### config.mk
export PLATFORM = sky130hd
export DESIGN_NAME = wb_port_arb
export DESIGN_NICKNAME = d
export VERILOG_FILES = /design/src/rtl/wb_port_arb.sv
export SDC_FILE = /design/constraint.sdc
export NUM_CORES = 1
export LEC_CHECK = 0
export BUFFER_PORTS_ARGS = -buffer_cell sky130_fd_sc_hd__buf_2
export CAP_MARGIN = 20
export CORE_ASPECT_RATIO = 0.5
export CORE_UTILIZATION = 34
export DETAILED_ROUTE_END_ITERATION = 8
export PLACE_DENSITY = 0.61
export SLEW_MARGIN = 5
export SYNTH_ARGS = -nofsm -noshare
export SYNTH_HDL_FRONTEND = slang
export SYNTH_SLANG_ARGS = --single-unit
### constraint.sdc
create_clock -name clk -period 1.85 [get_ports clk]
set_input_delay 0.2775 -clock clk [delete_from_list [all_inputs] [get_ports clk]]
set_output_delay 0.2775 -clock clk [all_outputs]
set_load 0.01 [all_outputs]
### src/rtl/wb_port_arb.sv
// Shares the register-file write port between pipeline writeback (priority) and the MDU result port.
// The starvation counter forces a pipeline stall. A one-entry hold register absorbs the pipeline write that collides during STALL.
module wb_port_arb #(
    parameter int STARVE_MAX = 4,
    parameter int AW         = 5,
    parameter int DW         = 32
) (
    input  logic          clk,
    input  logic          rst,
    input  logic          pipe_wd,
    input  logic [AW-1:0] pipe_wreg,
    input  logic [DW-1:0] pipe_wdata,
    input  logic          mdu_valid,
    input  logic [AW-1:0] mdu_wreg,
    input  logic [DW-1:0] mdu_wdata,
    output logic          mdu_ready,
    output logic          rf_we,
    output logic [AW-1:0] rf_waddr,
    output logic [DW-1:0] rf_wdata,
    output logic          stall_req,
    output logic          err_ovf
);

    localparam int CW = $clog2(STARVE_MAX) + 1;
    localparam logic [CW-1:0] CNT_LAST = CW'(STARVE_MAX - 1);
    localparam logic [CW-1:0] CNT_SAT  = '1;

    typedef enum logic [1:0] {IDLE, STALL, DRAIN} state_t;

    typedef struct packed {
        logic [AW-1:0] addr;
        logic [DW-1:0] data;
    } wr_t;

    state_t        state_q;
    logic [CW-1:0] cnt_q, cnt_d;
    wr_t           hold_q;
    logic          rf_we_q;
    logic [AW-1:0] rf_waddr_q;
    logic [DW-1:0] rf_wdata_q;
    logic          stall_req_q;
    logic          err_ovf_q;
    logic          pipe_req;

    // Writes to register 0 are architecturally void, so they never compete for the port.
    assign pipe_req = pipe_wd & (pipe_wreg != '0);
    assign cnt_d    = (cnt_q == CNT_SAT) ? cnt_q : cnt_q + 1'b1;

    always_comb begin
        mdu_ready = 1'b0;
        if (!rst) begin
            case (state_q)
                IDLE:    mdu_ready = !pipe_req;
                STALL:   mdu_ready = 1'b1;
                default: mdu_ready = 1'b0;
            endcase
        end
    end

    always_ff @(posedge clk) begin
        if (rst) begin
            state_q     <= IDLE;
            cnt_q       <= '0;
            hold_q      <= '0;
            rf_we_q     <= 1'b0;
            rf_waddr_q  <= '0;
            rf_wdata_q  <= '0;
            stall_req_q <= 1'b0;
            err_ovf_q   <= 1'b0;
        end else begin
            rf_we_q <= 1'b0;
            case (state_q)
                IDLE: begin
                    if (pipe_req) begin
                        rf_we_q    <= 1'b1;
                        rf_waddr_q <= pipe_wreg;
                        rf_wdata_q <= pipe_wdata;
                    end else if (mdu_valid) begin
                        rf_we_q    <= (mdu_wreg != '0);
                        rf_waddr_q <= mdu_wreg;
                        rf_wdata_q <= mdu_wdata;
                    end
                    if (mdu_valid && pipe_req) begin
                        if (cnt_q == CNT_LAST) begin
                            state_q     <= STALL;
                            stall_req_q <= 1'b1;
                            cnt_q       <= '0;
                        end else begin
                            cnt_q <= cnt_d;
                        end
                    end else begin
                        cnt_q <= '0;
                    end
                end
                STALL: begin
                    if (mdu_valid) begin
                        rf_we_q    <= (mdu_wreg != '0);
                        rf_waddr_q <= mdu_wreg;
                        rf_wdata_q <= mdu_wdata;
                    end
                    // The one pipeline write still in flight when the stall lands is parked here.
                    if (pipe_req) begin
                        hold_q  <= '{addr: pipe_wreg, data: pipe_wdata};
                        state_q <= DRAIN;
                    end else begin
                        state_q     <= IDLE;
                        stall_req_q <= 1'b0;
                    end
                end
                DRAIN: begin
                    rf_we_q     <= 1'b1;
                    rf_waddr_q  <= hold_q.addr;
                    rf_wdata_q  <= hold_q.data;
                    stall_req_q <= 1'b0;
                    state_q     <= IDLE;
                    if (pipe_req) begin
                        err_ovf_q <= 1'b1;
                    end
                end
                default: state_q <= IDLE;
            endcase
        end
    end

    assign rf_we     = rf_we_q;
    assign rf_waddr  = rf_waddr_q;
    assign rf_wdata  = rf_wdata_q;
    assign stall_req = stall_req_q;
    assign err_ovf   = err_ovf_q;

endmodule
---- Word level (Yosys, flattened, before mapping) ----
Index checks and enable logic that the tools add are counted.
word-level totals
  output and inout port bits .............. 41
  register bits ........................... 82
  word-level logic and storage cells ...... 52
operators by class
  $add $sub $neg .......................... 1
  multiplexer cells ....................... 22
  bitwise logic cells ..................... 1
  reduce and logical (&&, ||, !) cells .... 11
  equality and inequality tests ........... 8
operator list
  operator               number
  $pmux W32 S3           1
  $mux W32               2
  $pmux W5 S3            1
  $mux W5                2
  $reduce_bool A5 Y1     2
  $mux W3                3
  $reduce_and A2 Y1      4
  $mux W1                6
  $mux W2                3
  $ne A2 B2 Y1 const B   3
  $pmux W1 S3            2
  $pmux W2 S2            1
  $reduce_and A4 Y1      1
  $add A3 B1 Y3 const B  1
  $eq A3 B2 Y1 const B   1
  $eq A3 B3 Y1 const B   1
  $ne A3 B2 Y1 const B   1
  $reduce_bool A3 Y1     1
  $eq A2 B1 Y1 const B   1
  $eq A2 B2 Y1 const B   1
  $logic_not A2 Y1       1
  $pmux W1 S2            1
  $and A1 B1 Y1          1
  $logic_and A1 B1 Y1    1
  $logic_not A1 Y1       1

---- Logic depth before layout (Yosys ltp) ----
Gate-level depths: netlist of the first run.
  depth after elaboration ................. 5
  mapped depth ............................ 9
  depth with buffers taken out ............ 6

---- Worst setup path before layout of the first run ----
OpenSTA, ideal clock, no wires.
  path kind ............................... input -> output
  from .................................... input port pipe_wreg[4]
  to ...................................... output port mdu_ready
  cell stages on the path ................. 6
  required time ........................... 1572 ps
  buffers on the path ..................... 2
  path slack .............................. -14 ps
  arrival time ............................ 1587 ps
  cell sequence ........................... or4_4 > buf_6 > o21ai_4 > buf_6 > a21oi_1 > nor2_1
on the way
  word-level cells in the longest chain between the ends .. 5
RTL lines
  what                line  text
  from (decl)         11    input logic [AW-1:0] pipe_wreg,
  $reduce_bool A5 Y1  46    assign pipe_req = pipe_wd & (pipe_wreg != '0);
  $and A1 B1 Y1       46
  $logic_not A1 Y1    53    IDLE: mdu_ready = !pipe_req;
  $pmux W1 S2         52    case (state_q)
  $mux W1             51    if (!rst) begin
  to (decl)           16    output logic mdu_ready,
Every way passes these cells.

---- Worst setup path in the final report of the first run ----
  from .................................... register state_q[1]
  to ...................................... output port mdu_ready
on the way
  word-level cells in the longest chain between the ends .. 3
  elaborated cells on any way between the ends .. 4
RTL lines
  what                                                     line  text
  from (decl)                                              35    state_t state_q;
  from (signal assigned)                                   62    state_q <= IDLE;
  from (signal assigned)                                   85    state_q <= STALL;
  from (signal assigned)                                   104   state_q <= DRAIN;
  $eq A2 B1 Y1 / $logic_not A2 Y1 (equally long branches)  52
  $pmux W1 S2 (*)                                          52
  $mux W1 (*)                                              51
Every way passes the cells marked *; elsewhere a longest branch is shown, timed or not.

==> results of run 1 <==
[metal layers]
layer | track usage, % | wire length, um
met5 | 0 | 0
met4 | 7.02 | 155
met3 | 4.06 | 653
met2 | 35.9 | 7180
met1 | 27.2 | 7130
[placed cells by master (no fill, tap or decap), types with 3 or more instances in the layout]
cell and instances:
nor3_1 69, nor2_1 3, buf_2 118, clkbuf_16 9, a21oi_1 45, nand4_1 3
inv_1 4, o41ai_1 7, nand2b_1 5, mux2i_1 3, buf_4 12, ha_2 3
o41ai_2 28, a211oi_1 3, mux2_2 37, bufinv_16 3, nand2_1 83, a221oi_1 34
o21a_1 3, dfxtp_1 81, nand3b_1 32, buf_12 13
[synth_stat cells (2+ instances only)]
cell type | number | area (um2)
nand2_1 | 83 | 312
dfxtp_1 | 82 | 1640
nor3_1 | 69 | 345
clkbuf_1 | 48 | 180
a21oi_1 | 46 | 230
mux2_2 | 37 | 417
a221oi_1 | 36 | 315
nand3b_1 | 32 | 240
o41ai_2 | 28 | 455
buf_2 | 7 | 35.0
o41ai_1 | 7 | 61.3
buf_6 | 5 | 56.3
ha_1 | 5 | 62.6
nand2b_1 | 5 | 31.3
inv_1 | 4 | 15.0
nor2_1 | 4 | 15.0
a211oi_1 | 3 | 22.5
mux2i_1 | 3 | 30.0
nand4_1 | 3 | 18.8
o21a_1 | 3 | 22.5
a211o_1 | 2 | 17.5
a31o_2 | 2 | 17.5
and2_1 | 2 | 12.5
nand3_1 | 2 | 10.0
[per-stage QoR]
step / hold slack (ps) / setup slack [ps] / TNS (ps) / total power [mW] / utilization [%]
after floorplan: 413 / -8.11 / -8.11 / 2.29 / -
after CTS: 175 / 17.4 / 0 / 4.68 / 45.8
after global routing: 184 / -35.7 / -58.7 / 4.83 / 45.9
final: 177 / 43.8 / 0 / 4.66 / 45.9
after global placement: 443 / -70.7 / -1210 / 2.56 / 43.0
after detailed placement: 448 / -128 / -2120 / 2.57 / 43.0
[area by class of cell]
| type | instances | area, um2 | share of cell area, % |
|---|---|---|---|
| flip-flops and latches | 82 | 1640 | 27.3 |
| clock inverters | 7 | 124 | 2.06 |
| inverters | 5 | 18.8 | 0.312 |
| multi-input cells | 389 | 2810 | 46.8 |
| well taps | 186 | 233 | 3.87 |
| repair buffers | 144 | 952 | 15.8 |
| clock buffers | 9 | 225 | 3.75 |
[logic make-up (layout without fill, tap and decap cells)]
group           Yosys count  after routing  share of synthesized area [%]
simple gates            207            207                           22.1
buf+inv                  66            165                           6.24
compound gates          137            137                           26.0
fa+ha+maj                 5              5                           1.33
mux                      40             40                           9.48
flops                    82             82                           34.8
[report_power, final]
part	switching [mW]	leakage, nW	total (mW)	internal [mW]
registers	0.0524	0.672	1.88	1.83
logic	0.338	1.55	0.653	0.315
clock network	0.789	0.167	2.12	1.33
[final timing paths]
check             slack [ps]                        end  cells past startpoint                    start
setup / recovery          40                  mdu_ready                      6  state_q[1]$_SDFFE_PP0P_
hold / removal           180     hold_q[4]$_SDFFE_PP0P_                      3            pipe_wdata[4]
setup reg to reg          80  rf_wdata[31]$_SDFFE_PP0P_                      6  state_q[0]$_SDFFE_PP0P_
hold reg to reg          460    hold_q[18]$_SDFFE_PP0P_                      2  hold_q[18]$_SDFFE_PP0P_
[flip-flops by register name, summed over array words and instances, names as in the netlist]
name       cells
rf_waddr       5
hold_q        37
rf_we          1
stall_req      1
rf_wdata      32
err_ovf        1
cnt_q          3
state_q        2
[worst min-delay path: cells and delay by family]
family / cells / cell delay (ps)
compound gates: 1 / 50
buf+inv: 1 / 110
simple gates: 1 / 50
[what timing repair did]
action,4_1_cts,5_1_grt
buffers inserted,1,0
gates resized for setup,2,3
pin swaps,1,1
setup endpoints to repair,1,10
endpoints found under the hold margin,0,0
hold buffers,0,0
==> summary.txt, run 1 <==
Floorplanning
  – Height of the die: 85.2 um
  – Total number of placement rows: 29
  – Core Area: 0.0131 mm2
  – Initial Util: 36.0%
  – Die X: 168 um
  – I/O pin count: 119
  – Die footprint: 0.0144 mm2

Yosys
  – Post-synth ARST share: 0%
  – Net count of the mapped netlist: 620
  – Average cell area after synthesis: 8.77 um2
  – Number of warnings reported in the yosys synthesis log: 0
  – Count of distinct cell types in the synthesized netlist: 43
  – Predominant post-synthesis flop cell: dfxtp_1
  – Post-synthesis instance total: 537
  – Sequential fraction of the synthesis area: 34.8%
  – #FFs+latches synth: 82
  – Total standard cell area after synthesis: 0.00471 mm2
  – Number of flops mapped to enable cells by yosys: 0

Power
  – Ratio of total power to cell area: 775 mW/mm2
  – Peak supply drop: 0.447 mV
  – Reported leakage power: 2.39 nW

Setup path
  – Slowest cell on the critical path: dfxtp_2
  – Cell family with most CP delay: buffers and inverters
  – Arr. time, crit path: 1530 ps
  – Startpoint type of the worst setup path: register
  – Buffers plus inverters on the worst setup path: 3
  – Worst path max stage delay: 340 ps
  – Worst setup path class: reg -> out
  – Type of destination of the critical path: primary output
  – Critical Path, Cell by Cell: inv_1 -> ha_2 -> buf_12 -> a21oi_2 -> nor2_2 -> buf_2
  – Maximum net fanout on the critical path: 36
  – Critical Path RT: 1570 ps

Clock tree
  – Buffers from clock root to sink, at most: 2
  – H-tree levels: 3
  – CTS Sinks: 82
  – TritonCTS buffer count: 9
  – Root buffer cell: clkbuf_16
  – Worst-path clk slew: 70 ps
  – Clock latency on the worst-skew pair: 350 ps
  – CTS tree: done

Layout
  – Nets: 714
  – Ratio of cells with drive above 1 in the final layout: 37.7%
  – Filler cells: 1278
  – Antenna fix cells: 0
  – Post-layout instance count excluding filler cells: 822
  – Area added between synthesis and finish: 27.5%
  – Final non-filler cell area: 0.00601 mm2

GRT
  – Total routing usage reported by global routing: 21.2%
  – First-pass GRT wire length: 24100 um
  – Number of global-route vias before repair: 4773
  – Number of antenna violations at the first check in global routing: 0
  – Largest net degree at the start of global routing: 82
  – Global-route congestion overflow total: 0

Route
  – Post-route DRC: 0
  – Initial DRC count: 367
  – Total wirelength of the detailed-routed design: 15100 um
  – Final routed wire length divided by cell count: 18.4 um
  – Total iterations of the first detailed-routing run: 5
  – Total via count in the routed design: 4667
  – Routed Antenna Nets: 0
  – Mean number of vias per cell: 5.68

Placed design
  – IO Port Bufs: 118
  – Placed wire-length estimate after detailed placement: 9610 um
  – Number of placed cells counting well taps: 805
  – Area of placed instances: 0.00563 mm2
  – Final weighted congestion of routability-driven global placement: 0.835

Flow run
  – Max-capacitance violation count: 0

STA
  – Final clock skew: 13.1 ps
  – Slew at the pin closest to its max-slew limit: 394 ps
  – Final hold vios: 0
  – Setup repair after global routing missed its margin: yes
  – Final setup viols: 0
  – Max-slew violations: 0
  – Fmax achieved: 554 MHz
  – Remaining max-slew budget at the tightest pin: 73.1%
  – Final clock period utilization by the worst path: 97.6%
  – Post-layout min period: 1810 ps

Hold path
  – Worst hold-check path type: in -> reg

Outcome
  – Result of the run: complete, no violations
(Power assumes the default switching activity.)
==> inputs of run 2 (changes only) <==
--- a/config.mk
+++ b/config.mk
@@ -7,9 +7,10 @@
 export LEC_CHECK = 0
 export BUFFER_PORTS_ARGS = -buffer_cell sky130_fd_sc_hd__buf_2
 export CAP_MARGIN = 20
-export CORE_ASPECT_RATIO = 0.5
+export CORE_ASPECT_RATIO = 1.2
 export CORE_UTILIZATION = 34
 export DETAILED_ROUTE_END_ITERATION = 8
+export GPL_ROUTABILITY_DRIVEN = 0
 export PLACE_DENSITY = 0.61
 export SLEW_MARGIN = 5
 export SYNTH_ARGS = -nofsm -noshare
==> summary.txt, run 2 (synthesized netlist as in run 1, its figures left out) <==
Outcome
  – Result of the run: complete, no violations

Floorplanning
  – Initial Util: 35.3% (-0.68 points)
  – Total number of placement rows: 46 (+59%)
  – Die footprint: 0.0143 mm2 (-0.19%)
  – I/O pin count: 119 (unchanged)
  – Core Area: 0.0134 mm2 (+1.9%)
  – Die X: 109 um (-35%)
  – Height of the die: 131 um (+54%)

STA
  – Final clock skew: 3.47 ps (-9.68 ps)
  – Slew at the pin closest to its max-slew limit: 426 ps (+32.2 ps)
  – Post-layout min period: 1810 ps (+6.36 ps)
  – Remaining max-slew budget at the tightest pin: 71.6% (-1.5 points)
  – Final clock period utilization by the worst path: 98.0% (+0.34 points)
  – Fmax achieved: 552 MHz (-0.35%)
  – Total negative slack for setup checks: 0 ps (unchanged)
  – Final hold vios: 0 (unchanged)
  – Final setup viols: 0 (unchanged)
  – Setup repair after global routing missed its margin: no
  – Worst hold slack: 201 ps (+23.7 ps)
  – Max-slew violations: 0 (unchanged)

Layout
  – Largest register FFs: 37 (unchanged)
  – Ratio of cells with drive above 1 in the final layout: 38.4% (+0.65 points)
  – Area used by multi-input combinational logic: 0.00281 mm2 (-0.27%)
  – Most frequent standard cell in the layout excluding fill and tap cells: buf_2
  – FF+latch area: 0.00164 mm2 (unchanged)
  – Filler cells: 1342 (+5.0%)
  – Area added between synthesis and finish: 24.2%
  – Antenna fix cells: 0 (unchanged)
  – Nets: 724 (+1.4%)
  – Largest reg by FF count: hold_q
  – Highest-count cells in the layout ignoring fill and taps: buf_2 (118), nand2_1 (83), dfxtp_1 (81)

Setup path
  – Worst setup path endpoint: mdu_ready
  – Register-to-Register Setup Slack: 130 ps (+50 ps)
  – Depth of the worst register-to-register path: 5 (-1)
  – Type of destination of the critical path: primary output
  – Critical R2R Capture: rf_wdata[26]$_SDFFE_PP0P_
  – Startpoint type of the worst setup path: input port
  – Critical Path RT: 1570 ps (about the same)
  – Worst setup path class: in -> out
  – Crit path from: pipe_wreg[4]
  – Maximum net fanout on the critical path: 5 (-86%)
  – Start of the worst register-to-register path: state_q[0]$_SDFFE_PP0P_
  – Arr. time, crit path: 1540 ps (about the same)

Power
  – Proportion of power drawn by the clock network: 39.2% (-6.3 points)
  – Ratio of total power to cell area: 714 mW/mm2 (-7.9%)
  – Internal Dissipation: 3.09 mW (-11%)
  – Fraction of power consumed by combinational cells: 15.6% (+1.6 points)
  – Relative contribution of sequential cells to total power: 45.1% (+4.6 points)
  – Reported leakage power: 2.35 nW (-1.5%)
  – Fraction of power spent switching nets: 26.0% (+0.70 points)
  – Peak supply drop: 0.312 mV (-30%)
  – Power dissipated by switching net loads: 1.09 mW (-7.9%)

Route
  – Total wirelength of the detailed-routed design: 15200 um (+0.65%)
  – Final routed wire length divided by cell count: 18.7 um (+1.6%)
  – Post-route DRC: 0 (unchanged)
  – Total iterations of the first detailed-routing run: 5 (unchanged)
  – Routed Antenna Nets: 0 (unchanged)
  – Initial DRC count: 310 (-16%)
  – Mean number of vias per cell: 5.86 (+3.3%)
  – Total via count in the routed design: 4774 (+2.3%)

GRT
  – First-pass GRT wire length: 24300 um (+0.63%)
  – Most crowded layer after global routing: met2
  – Largest net degree at the start of global routing: 82 (unchanged)
  – Met3 global-route usage: 3.22% (-0.83 points)
  – GRT met2 Usage: 37.1% (+1.2 points)
  – Total routing usage reported by global routing: 22.0% (+0.81 points)
  – Number of antenna violations at the first check in global routing: 0 (unchanged)
  – Number of global-route vias before repair: 4809 (+0.75%)
  – GRT met1 Usage: 27.8% (+0.60 points)
  – Global-route congestion overflow total: 0 (unchanged)

Clock tree
  – Hold buffers post-CTS: 0 (unchanged)
  – CTS Sinks: 82 (unchanged)
  – Buffers from clock root to sink, at most: 2 (unchanged)
  – Worst-path clk slew: 60 ps (about the same)
  – Root buffer cell: clkbuf_16
  – TritonCTS buffer count: 9 (unchanged)
  – H-tree levels: 3 (unchanged)
  – Clock latency on the worst-skew pair: 330 ps (-20 ps)
  – CTS tree: done

Flow run
  – Max-capacitance violation count: 0 (unchanged)

Placed design
  – IO Port Bufs: 118 (unchanged)
  – Placed wire-length estimate after detailed placement: 10300 um (+6.9%)

Hold path
  – Worst hold stages: 3 (unchanged)
  – Worst hold-check path type: in -> reg
-- run 2: cell types whose count changed in the layout (fill, tap and decap cells not counted), sizes merged --
cell,before,now
clkbuf,9,13
clkinvlp,1,0
clkinv,1,3
bufinv,3,0
buf,144,154
inv,7,5
-- run 2: power groups by stage --
stage                     logic [mW]  clock network (mW)  registers (mW)
after floorplan                0.344                   0            1.94
after global placement         0.632                   0            1.92
after detailed placement       0.649                   0            1.92
after CTS                      0.653                1.68            1.89
after global routing           0.704                1.75            1.89
final                          0.653                1.64            1.89
-- run 2: worst min path at each step --
stage	slack (ps)	from	to
floorplan	410	pipe_wdata[0]	hold_q[0]$_SDFFE_PP0P_
global placement	440	hold_q[15]$_SDFFE_PP0P_	hold_q[15]$_SDFFE_PP0P_
detailed placement	450	hold_q[35]$_SDFFE_PP0P_	hold_q[35]$_SDFFE_PP0P_
CTS	190	pipe_wdata[6]	hold_q[6]$_SDFFE_PP0P_
global route	200	pipe_wdata[1]	hold_q[1]$_SDFFE_PP0P_
finish	200	pipe_wdata[21]	hold_q[21]$_SDFFE_PP0P_
-- run 2: cell type report --
cell class	instances	area share, %
Inverter	5	0.321
Tap cell	168	3.59
Sequential cell	82	28.1
Multi-Input combinational cell	389	47.9
Timing Repair Buffer	154	15.6
Clock buffer	13	4.27
Clock inverter	3	0.256
-- run 2: metal layers --
layer | vias to the layer above | routed length, um | share of wire [%]
met4 | 0 | 256 | 1.7
li1 | 2235 | - | -
met5 | - | 0 | 0
met2 | 188 | 7480 | 49
met3 | 14 | 1020 | 6.7
met1 | 2337 | 6460 | 42
-- run 2: timing repair --
action                                  in CTS  in global routing
buffers inserted                             0                  1
pin swaps                                    1                  1
endpoints found under the setup margin       1                 20
gates resized for setup                      0                  2
-- run 2: metrics by stage --
| stage | power (mW) | area [um2] | utilization, % | setup slack (ps) | cells |
|---|---|---|---|---|---|
| 2_1_floorplan | 2.29 | 4720 | - | -8.11 | 537 |
| 3_3_place_gp | 2.55 | 5580 | 41.8 | -17.8 | 797 |
| 3_5_place_dp | 2.57 | 5580 | 41.8 | -98.6 | 797 |
| 4_1_cts | 4.22 | 5840 | 43.8 | 14.9 | 813 |
| 5_1_grt | 4.35 | 5850 | 43.8 | 0.267 | 814 |
| 6_report | 4.18 | 5850 | 43.8 | 37.4 | 814 |
-- run 2: worst max-delay path: stages --
cell,delay [ps]
buf_2,110
or4_4,580
o21ai_4,230
a21oi_2,100
nor2_2,100
buf_2,130
==> inputs of run 3 (changes only) <==
--- a/config.mk
+++ b/config.mk
@@ -12,6 +12,7 @@
 export DETAILED_ROUTE_END_ITERATION = 8
 export GPL_ROUTABILITY_DRIVEN = 0
 export PLACE_DENSITY = 0.61
+export REMOVE_ABC_BUFFERS = 1
 export SLEW_MARGIN = 5
 export SYNTH_ARGS = -nofsm -noshare
 export SYNTH_HDL_FRONTEND = slang
==> summary.txt, run 3 (synthesized netlist as in run 1, its figures left out) <==
STA
  – Setup repair after global routing missed its margin: yes
  – Worst hold slack: 194 ps (-7.09 ps)
  – Least setup slack across all paths after layout: 65.0 ps (+27.6 ps)
  – Final clock skew: 5.28 ps (+1.81 ps)
  – Remaining max-slew budget at the tightest pin: 65.0% (-6.6 points)
  – Final clock period utilization by the worst path: 96.5% (-1.5 points)
  – Max-slew violations: 0 (unchanged)
  – Final setup viols: 0 (unchanged)
  – Total negative slack for setup checks: 0 ps (unchanged)
  – Post-layout min period: 1790 ps (-27.6 ps)
  – Fmax achieved: 560 MHz (+1.5%)
  – Final hold vios: 0 (unchanged)
  – Slew at the pin closest to its max-slew limit: 525 ps (+99.2 ps)

Setup path
  – Start of the worst register-to-register path: state_q[0]$_SDFFE_PP0P_
  – Worst setup path class: reg -> out
  – Type of destination of the critical path: primary output
  – Register-to-Register Setup Slack: 90 ps (-40 ps)
  – Depth of the worst register-to-register path: 6 (+1)
  – Critical R2R Capture: rf_wdata[23]$_SDFFE_PP0P_
  – Startpoint type of the worst setup path: register
  – Maximum net fanout on the critical path: 11 (+6)
  – Critical Path RT: 1570 ps (about the same)
  – Arr. time, crit path: 1510 ps (-30 ps)
  – Crit path from: state_q[1]$_SDFFE_PP0P_

Layout
  – Area added between synthesis and finish: 26.8%
  – Ratio of cells with drive above 1 in the final layout: 38.8% (+0.43 points)
  – Largest reg by FF count: hold_q
  – Final non-filler cell area: 0.00597 mm2 (+2.1%)
  – Filler cells: 1291 (-3.8%)
  – Nets: 722 (-0.28%)
  – Highest-count cells in the layout ignoring fill and taps: buf_2 (118), nand2_1 (83), dfxtp_1 (81)
  – Most frequent standard cell in the layout excluding fill and tap cells: buf_2
  – Largest register FFs: 37 (unchanged)
  – Antenna fix cells: 0 (unchanged)

Route
  – Initial DRC count: 285 (-8.1%)
  – Total iterations of the first detailed-routing run: 5 (unchanged)
  – Total wirelength of the detailed-routed design: 14200 um (-6.7%)
  – Total via count in the routed design: 4679 (-2.0%)
  – Final routed wire length divided by cell count: 17.5 um (-6.5%)
  – Routed Antenna Nets: 0 (unchanged)
  – Mean number of vias per cell: 5.76 (-1.7%)
  – Post-route DRC: 0 (unchanged)

Clock tree
  – Worst-path clk slew: 60 ps (about the same)
  – Clock latency on the worst-skew pair: 330 ps (about the same)
  – CTS tree: done
  – Buffers from clock root to sink, at most: 2 (unchanged)
  – CTS Sinks: 82 (unchanged)
  – Root buffer cell: clkbuf_16
  – H-tree levels: 3 (unchanged)
  – TritonCTS buffer count: 9 (unchanged)

GRT
  – Number of antenna violations at the first check in global routing: 0 (unchanged)
  – First-pass GRT wire length: 22900 um (-5.5%)
  – Number of global-route vias before repair: 4543 (-5.5%)
  – Global-route congestion overflow total: 0 (unchanged)
  – Total routing usage reported by global routing: 20.4% (-1.5 points)
  – Largest net degree at the start of global routing: 82 (unchanged)

Hold path
  – Launch point of the worst hold path: pipe_wdata[22]
  – Worst hold-check path type: in -> reg
  – Worst hold stages: 3 (unchanged)
  – Hold Crit Endpoint: hold_q[22]$_SDFFE_PP0P_

Flow run
  – Max-capacitance violation count: 0 (unchanged)

Placed design
  – Worst slack, placed: -48.6 ps (+50.0 ps)
  – Placed wire-length estimate after detailed placement: 9680 um (-5.7%)
  – Area of placed instances: 0.00563 mm2 (+0.96%)
  – IO Port Bufs: 118 (unchanged)

Floorplanning
  – Die X: 109 um (unchanged)
  – I/O pin count: 119 (unchanged)
  – Core Area: 0.0134 mm2 (unchanged)
  – Initial Util: 35.3% (unchanged)
  – Total number of placement rows: 46 (unchanged)
  – Height of the die: 131 um (unchanged)
  – Die footprint: 0.0143 mm2 (unchanged)

Power
  – Peak supply drop: 0.389 mV (+25%)
  – Power, Total: 4.28 mW (+2.5%)
  – Ratio of total power to cell area: 717 mW/mm2 (+0.43%)
  – Reported leakage power: 2.39 nW (+1.9%)

Outcome
  – Result of the run: complete, no violations
## run 3: worst max-delay path, cell delays in order, from the launching register on
cell and delay (ps):
dfxtp_2 360, inv_1 100, ha_4 200, buf_4 190
a21oi_2 120, nor2_1 40, buf_2 150
## run 3: report_power, final
group          switching (mW)  internal, mW
Clock                   0.758         0.989
Combinational           0.328         0.323
Sequential             0.0504          1.83
Total                    1.14          3.14
## run 3: how the worst max path moves through the flow
stage                                    end  slack, ps  depth (start not counted)
global route        rf_waddr[1]$_SDFFE_PP0P_        -40                          6
global placement                   mdu_ready         -3                          6
floorplan           rf_waddr[1]$_SDFFE_PP0P_      -1240                          6
finish                             mdu_ready         60                          6
CTS                 rf_wdata[6]$_SDFFE_PP0P_          8                          6
detailed placement  rf_wdata[2]$_SDFFE_PP0P_        -50                          6
## run 3: through the flow
step	std cells	utilization (%)
3_5_place_dp	795	42.2
2_1_floorplan	476	-
3_3_place_gp	795	42.2
6_report	812	44.7
5_1_grt	812	44.7
4_1_cts	811	44.4
## run 3: per-layer routing
metal  global-route usage (%)  vias up  routed length [um]  part of all wire, %
met3                     3.67       12                 898                  6.3
met4                     5.18        0                 119                 0.84
met2                     34.6      177                6870                   48
met5                        0        -                   0                    0
li1                         -     2230                   -                    -
met1                     26.8     2260                6320                   45
## run 3: what timing repair did
action,in CTS,in global routing
resized for setup,2,5
pin swaps,0,1
endpoints found under the setup margin,4,33
setup buffers,0,1
hold buffers,0,0
## run 3: layout make-up
type	instances	area, um2	share of cell area (%)
Multi-Input combinational cell	389	2840	47.6
Clock buffer	11	253	4.23
Tap cell	168	210	3.52
Clock inverter	5	37.5	0.628
Sequential cell	82	1640	27.5
Timing Repair Buffer	152	971	16.3
Inverter	5	18.8	0.314
